`src/rtl/zigbee_cordic_pkg.sv`:
```
// Shared phase-path types for the O-QPSK receiver back end.
package zigbee_cordic_pkg;

  localparam int W_SIZE_DEF = 8;
  localparam int SPC_DEF    = 4;

  typedef logic signed [W_SIZE_DEF-1:0] phase_t;

  typedef enum logic {
    UNPRIMED = 1'b0,
    RUN      = 1'b1
  } state_t;

endpackage

```
`src/rtl/zigbee_phase_diff_chip.sv`:
```
// Wrapped phase difference between consecutive valid samples, integrated over SPC diffs into a chip decision.
// Latency 1 cycle from validIn to dphaseValid/chipValid; no backpressure, every valid sample is consumed.
module zigbee_phase_diff_chip
  import zigbee_cordic_pkg::*;
#(
  parameter int W_SIZE   = W_SIZE_DEF,
  parameter int SPC      = SPC_DEF,
  parameter int ACC_SIZE = W_SIZE + $clog2(SPC)
) (
  input  logic                       clk,
  input  logic                       rst_n,
  input  logic signed [W_SIZE-1:0]   win,
  input  logic                       validIn,
  input  logic                       syncIn,
  output logic signed [W_SIZE-1:0]   dphaseOut,
  output logic                       dphaseValid,
  output logic signed [ACC_SIZE-1:0] accOut,
  output logic                       chipOut,
  output logic                       chipValid
);

  localparam int CNT_W = $clog2(SPC);
  localparam int EXT_W = ACC_SIZE - W_SIZE;
  localparam logic [CNT_W-1:0] CNT_LAST = CNT_W'(SPC - 1);

  state_t                     state, state_nx;
  logic signed [W_SIZE-1:0]   prev_phase, prev_phase_nx;
  logic signed [ACC_SIZE-1:0] acc, acc_nx;
  logic [CNT_W-1:0]           cnt, cnt_nx;

  logic signed [W_SIZE-1:0]   dphase_nx;
  logic                       dphase_vld_nx;
  logic signed [ACC_SIZE-1:0] acc_out_nx;
  logic                       chip_nx;
  logic                       chip_vld_nx;

  // Modular subtraction: a wrap from +max to -max falls out naturally.
  logic signed [W_SIZE-1:0]   d;
  logic signed [ACC_SIZE-1:0] d_ext;
  logic signed [ACC_SIZE-1:0] acc_sum;

  assign d       = win - prev_phase;
  assign d_ext   = {{EXT_W{d[W_SIZE-1]}}, d};
  assign acc_sum = acc + d_ext;

  always_comb begin
    state_nx      = state;
    prev_phase_nx = prev_phase;
    acc_nx        = acc;
    cnt_nx        = cnt;
    dphase_nx     = dphaseOut;
    dphase_vld_nx = 1'b0;
    acc_out_nx    = accOut;
    chip_nx       = chipOut;
    chip_vld_nx   = 1'b0;

    if (syncIn) begin
      acc_nx = '0;
      cnt_nx = '0;
    end

    if (validIn) begin
      prev_phase_nx = win;
      case (state)
        UNPRIMED: state_nx = RUN;
        RUN: begin
          dphase_nx     = d;
          dphase_vld_nx = 1'b1;
          if (syncIn) begin
            // The coincident diff opens the new chip rather than closing the old one.
            acc_nx = d_ext;
            cnt_nx = CNT_W'(1);
          end else if (cnt == CNT_LAST) begin
            acc_out_nx  = acc_sum;
            chip_nx     = !acc_sum[ACC_SIZE-1] && (acc_sum != '0);
            chip_vld_nx = 1'b1;
            acc_nx      = '0;
            cnt_nx      = '0;
          end else begin
            acc_nx = acc_sum;
            cnt_nx = cnt + CNT_W'(1);
          end
        end
        default: state_nx = UNPRIMED;
      endcase
    end
  end

  always_ff @(posedge clk or negedge rst_n) begin
    if (!rst_n) begin
      state       <= UNPRIMED;
      prev_phase  <= '0;
      acc         <= '0;
      cnt         <= '0;
      dphaseOut   <= '0;
      dphaseValid <= 1'b0;
      accOut      <= '0;
      chipOut     <= 1'b0;
      chipValid   <= 1'b0;
    end else begin
      state       <= state_nx;
      prev_phase  <= prev_phase_nx;
      acc         <= acc_nx;
      cnt         <= cnt_nx;
      dphaseOut   <= dphase_nx;
      dphaseValid <= dphase_vld_nx;
      accOut      <= acc_out_nx;
      chipOut     <= chip_nx;
      chipValid   <= chip_vld_nx;
    end
  end

endmodule

```
`config.mk`:
```
export PLATFORM = sky130hd
export DESIGN_NAME = zigbee_phase_diff_chip
export DESIGN_NICKNAME = d
export VERILOG_FILES = /design/src/rtl/zigbee_cordic_pkg.sv /design/src/rtl/zigbee_phase_diff_chip.sv
export SDC_FILE = /design/constraint.sdc
export NUM_CORES = 1
export LEC_CHECK = 0
export ABC_AREA = 1
export CAP_MARGIN = 5
export CORE_MARGIN = 3
export CORE_UTILIZATION = 59
export CTS_CLUSTER_DIAMETER = 60
export DETAILED_ROUTE_END_ITERATION = 12
export MAX_ROUTING_LAYER = met4
export PLACE_DENSITY = 0.85
export REMOVE_ABC_BUFFERS = 1
export SETUP_SLACK_MARGIN = 0.1
export SLEW_MARGIN = 40
export SYNTH_ARGS = -nofsm -noshare
export SYNTH_HDL_FRONTEND = slang
export SYNTH_SLANG_ARGS = --single-unit
```
`constraint.sdc`:
```
create_clock -name clk -period 6.8 [get_ports clk]
set_input_delay 1.02 -clock clk [delete_from_list [all_inputs] [get_ports clk]]
set_output_delay 1.02 -clock clk [all_outputs]
set_load 0.05 [all_outputs]
```
# After elaboration in Yosys (flattened, before gate mapping)

Cells that the tools add are included.

Bits of input ports: 12
Flip-flop bits (word level): 42
Logic and storage cells: 35
Output and inout port bits: 21

Bitwise operators: 1
$add $sub $neg: 3
Muxes and demuxes: 16
Reductions and logical operators: 5
Eq/ne operators: 1

Operator list:

| cell                                                           | number |
|---|---|
| 10-bit 2-to-1 mux                                              | 5 |
| 10-bit by 8-bit adder with 10-bit output                       | 1 |
| 2-bit 2-to-1 mux                                               | 5 |
| 10-bit nonzero test                                            | 1 |
| 8-bit subtractor                                               | 1 |
| 1-bit 2-to-1 mux                                               | 6 |
| 4-bit AND reduction                                            | 1 |
| 2-bit by 1-bit adder with 2-bit output (second input constant) | 1 |
| 2-bit equality test (second input constant)                    | 1 |
| 2-bit AND reduction                                            | 1 |
| 1-bit logical AND                                              | 1 |
| 1-bit logical NOT                                              | 1 |
| 1-bit inverter                                                 | 1 |

# Depth between registers and ports, before layout

Word-level depth: 6
Depth in mapped cells: 23
Gate-level depth less buffers: 23

# Worst setup path before layout

Ideal clock, no wire load.

Kind: input port to flip-flop
Start: input win[0]
End: register chipOut
Setup slack: 3412 ps
Setup time: 118 ps
Path buffers: 0
Data required time: 6682 ps
Arrival time: 3270 ps
Stages: 18
Path through: inv_1 > ha_1 > inv_1 > fa_1 > nand3_1 > nand2_1 > or2_2 > nand2_1 > inv_1 > ha_1 > a21oi_1 > nor2_1 > nor2_1 > nand2_1 > xor2_2 > nand4_1 > nand3_1 > nand2_1

Cells in the longest elaborated chain, start to end: 4
Elaborated cells on any way between the ends: 5
Classes of those cells: add/sub (2); reduce/logical (3)

RTL lines:

| what                                                            | line                          | RTL |
|---|---|---|
| from (decl)                                                     | zigbee_phase_diff_chip.sv:12  | `input logic signed [W_SIZE-1:0] win,` |
| 8-bit subtractor (*)                                            | zigbee_phase_diff_chip.sv:42  | `assign d = win - prev_phase;` |
| named net d[4]                                                  | zigbee_phase_diff_chip.sv:38  | `logic signed [W_SIZE-1:0] d;` |
| 10-bit by 8-bit adder with 10-bit output (*)                    | zigbee_phase_diff_chip.sv:44  | `assign acc_sum = acc + d_ext;` |
| 10-bit nonzero test / 1-bit logical NOT (equally long branches) | zigbee_phase_diff_chip.sv:75  | `chip_nx = !acc_sum[ACC_SIZE-1] && (acc_sum != '0);` |
| 1-bit logical AND (*)                                           | zigbee_phase_diff_chip.sv:75  |  |
| to (signal assigned)                                            | zigbee_phase_diff_chip.sv:108 | `chipOut <= chip_nx;` |
| to (decl)                                                       | zigbee_phase_diff_chip.sv:18  | `output logic chipOut,` |

The timed path passes the listed nets; every way through them passes the cells marked *.
A chain may end at the register's enable or synchronous reset.

# Worst setup path after layout

Ends and elaborated chain as after synthesis.

==> flow_summary.yaml <==
run_status:
  status: "complete, no violations"
synthesis:
  synth.distinct_cells: 32
  ys.warnings.count: 0
  synth_top_cells_by_count: "nand2_1, dfrtp_1, inv_1"
  syn_area_per_cell_sq_um: 8.145
  synth.most_common_cell: "nand2_1"
  synth_area_leader_cell: "dfrtp_1"
  synth-edff-count: 0
  ys.flop_type: "dfrtp_1"
  ys_seq_area_share_pct: 42.73
  netlist.area_leader.share_pct: 42.73
  synthTopCellsByArea: "dfrtp_1, nand2_1, ha_1"
  syn_area_sq_um: 2460
  netlist_instances: 302
  ys_ff_latch: 42
  async_flop_share_pct: 100.0
sta:
  finalSetupViolations: 0
  fmax_ghz: 0.2646
  finalHoldViolCount: 0
  rsz0062_at_grt: "false"
  fin_crit_sh_pct: 55.57
  tightest_slew_ns: 0.5168
  skew_ns: 0.01098
  period_needed_ns: 3.779
  tns_ns: 0
  slew_viol_final: 0
  relSlewSlack_pct: 65.54
clock_tree:
  cts_buffers: 5
  hold_buffers: 0
  clockRootBuffer: "clkbuf_8"
  cts_buffer_depth: 2
  ctsResizeCount: 0
  cts_sinks: 42
  h-tree-depth: 2
  cts_tree: "done"
  cts.clk_slew.worst_paths_ns: 0.09
  post-cts-setup-buffers: 0
  clk-insertion-delay-late_ns: 0.30
die:
  rows: 22
  io_pins: 33
  die_y_um: 70.57
  chipWidth_um: 70.57
  dieArea_sq_um: 4980
  core_region_area_sq_um: 3826
  floorplan.initialDensity_pct: 64.29
worst_setup_path:
  r2r_end: "chipOut$_DFFE_PN0P_"
  r2r_slack_ns: 3.86
  critPathLaunchType: "input port"
  required_ns: 6.99
  critPathCaptureType: "flop"
  r2r_start: "prev_phase[0]$_DFFE_PN0P_"
  r2r_cells: 17
  crit_type: "input port to flop"
  crit_arrival_ns: 3.97
  path_max_fanout: 5
route:
  ant_nets: 0
  wl_met2_um: 2321
  wl_met3_um: 291
  wl_met1_um: 2193
  drc: 0
  dr.first_iter.drc_count: 70
  first_pass_iters: 4
  vias: 2042
  routed.top_layer: "met4"
  finalWirelength_um: 4885
  viasPerCell: 5.304
  avgRoutedWirePerCell_um: 12.69
power_and_ir_drop:
  powerDensity_nw_per_um2: 415.2
  leakage_nw: 1.494
  ir_drop_mv: 0.1888
layout:
  fin_cells: 385
  drive_gt1_share_pct: 10.39
  diodes: 0
  syn_to_final_growth_pct: 19.94
  nets: 367
grt:
  grt_max_degree: 43
  grt_pass1_vias: 2053
  grt_overflow_total: 0
  grt_pass1_wl_um: 8714
  grt_usage_pct: 22.13
  antenna_found_initial: 0
placed_design:
  port_buffers: 32
  place_inst: 377
  gp_congestion: 0.9882
  post-dp-hpwl_um: 3685
run:
  drv_cap: 0
min_path:
  hp-start: "accOut[2]$_DFFE_PN0P_"
  min_to: "accOut[2]$_DFFE_PN0P_"
  hp-class: "flop to flop"
  hold_depth: 2
==> placed cells by master (no fill, tap or decap), types with 2 or more instances in the layout <==
cell / count
fa_1: 2
clkdlybuf4s50_1: 31
nand3_1: 20
ha_1: 17
xor2_1: 5
dfrtp_1: 42
a21oi_1: 7
a31oi_1: 2
xnor2_1: 3
nand4_1: 2
or2_2: 2
o21ai_1: 5
nand3_2: 5
nand2_2: 7
bufinv_16: 2
nand2_1: 100
o21ai_0: 16
inv_1: 29
nor2_1: 12
inv_2: 5
a21oi_2: 3
clkbuf_8: 6
o211ai_1: 4
==> registers in the layout, summed over array words and instances (netlist names) <==
signal / flops
acc: 10
accOut: 10
chipOut: 1
chipValid: 1
cnt: 2
dphaseOut: 8
dphaseValid: 1
prev_phase: 8
state: 1
==> critical path, cell delays in order <==
cell             delay, ns
clkdlybuf4s50_1       0.40
inv_1                 0.07
ha_1                  0.14
inv_1                 0.06
fa_1                  0.39
nand3_1               0.10
nand2_1               0.06
or2_2                 0.27
nand2_1               0.11
inv_1                 0.05
ha_1                  0.34
a21oi_1               0.28
nor2_1                0.07
nor2_1                0.09
nand2_1               0.09
xor2_2                0.19
nand4_1               0.11
nand3_1               0.08
nand2_1               0.05
==> routing by layer <==
metal	vias to the layer above	global-route usage (%)
met2	59	37.63
li1	1038	-
met1	935	27.01
met4	0	6.054
met5	-	-
met3	10	4.403
==> final cells by class <==
type / count / area, sq um
Multi-Input combinational cell: 221 / 1251
Clock inverter: 2 / 60.06
Inverter: 34 / 127.6
Clock buffer: 6 / 82.58
Tap cell: 48 / 60.06
Timing Repair Buffer: 32 / 317.8
Sequential cell: 42 / 1051
Fill cell: 295 / 875.8
==> worst max path at each step <==
stage,startpoint,endpoint,depth (start not counted)
finish,win[0],chipOut$_DFFE_PN0P_,19
global route,win[0],chipOut$_DFFE_PN0P_,19
CTS,win[0],chipOut$_DFFE_PN0P_,19
detailed placement,win[0],chipOut$_DFFE_PN0P_,19
global placement,win[0],chipOut$_DFFE_PN0P_,19
floorplan,win[0],chipOut$_DFFE_PN0P_,18
==> per-stage QoR <==
stage | power, mW | setup WS, ns | util, % | instance area, sq um | hold WS [ns]
6_report | 1.225 | 3.021 | 77.11 | 2950 | 0.4767
3_3_place_gp | 0.9696 | 2.761 | 73.32 | 2805 | 0.4524
2_1_floorplan | 0.8113 | 3.412 | - | 2430 | 0.4553
4_1_cts | 1.229 | 3.047 | 77.11 | 2950 | 0.4794
5_1_grt | 1.311 | 2.764 | 77.11 | 2950 | 0.5107
3_5_place_dp | 0.9821 | 2.742 | 73.38 | 2808 | 0.4582
==> power breakdown <==
group          switching (mW)  leakage [nW]  internal, mW  total (mW)
Clock                  0.0863        0.0714         0.157       0.243
Combinational           0.416         0.903         0.215       0.631
Sequential             0.0357         0.520         0.315       0.351
Total                   0.538          1.49         0.687        1.22
==> kinds of logic (layout without fill, tap and decap cells) <==
| family | count (synthesis) | in the layout | share of synthesized area, % |
|---|---|---|---|
| adders and majority gates | 19 | 19 | 10.27 |
| muxes | 1 | 1 | 0.4577 |
| DFF | 42 | 42 | 42.73 |
| and+or+nand+nor | 152 | 152 | 27.21 |
| xor gates and xnor gates | 9 | 9 | 3.510 |
| AOI/OAI and AO/OA | 40 | 40 | 9.410 |
| buffers and inverters | 39 | 74 | 6.408 |
No activity file was read; power rests on OpenSTA's default activity.
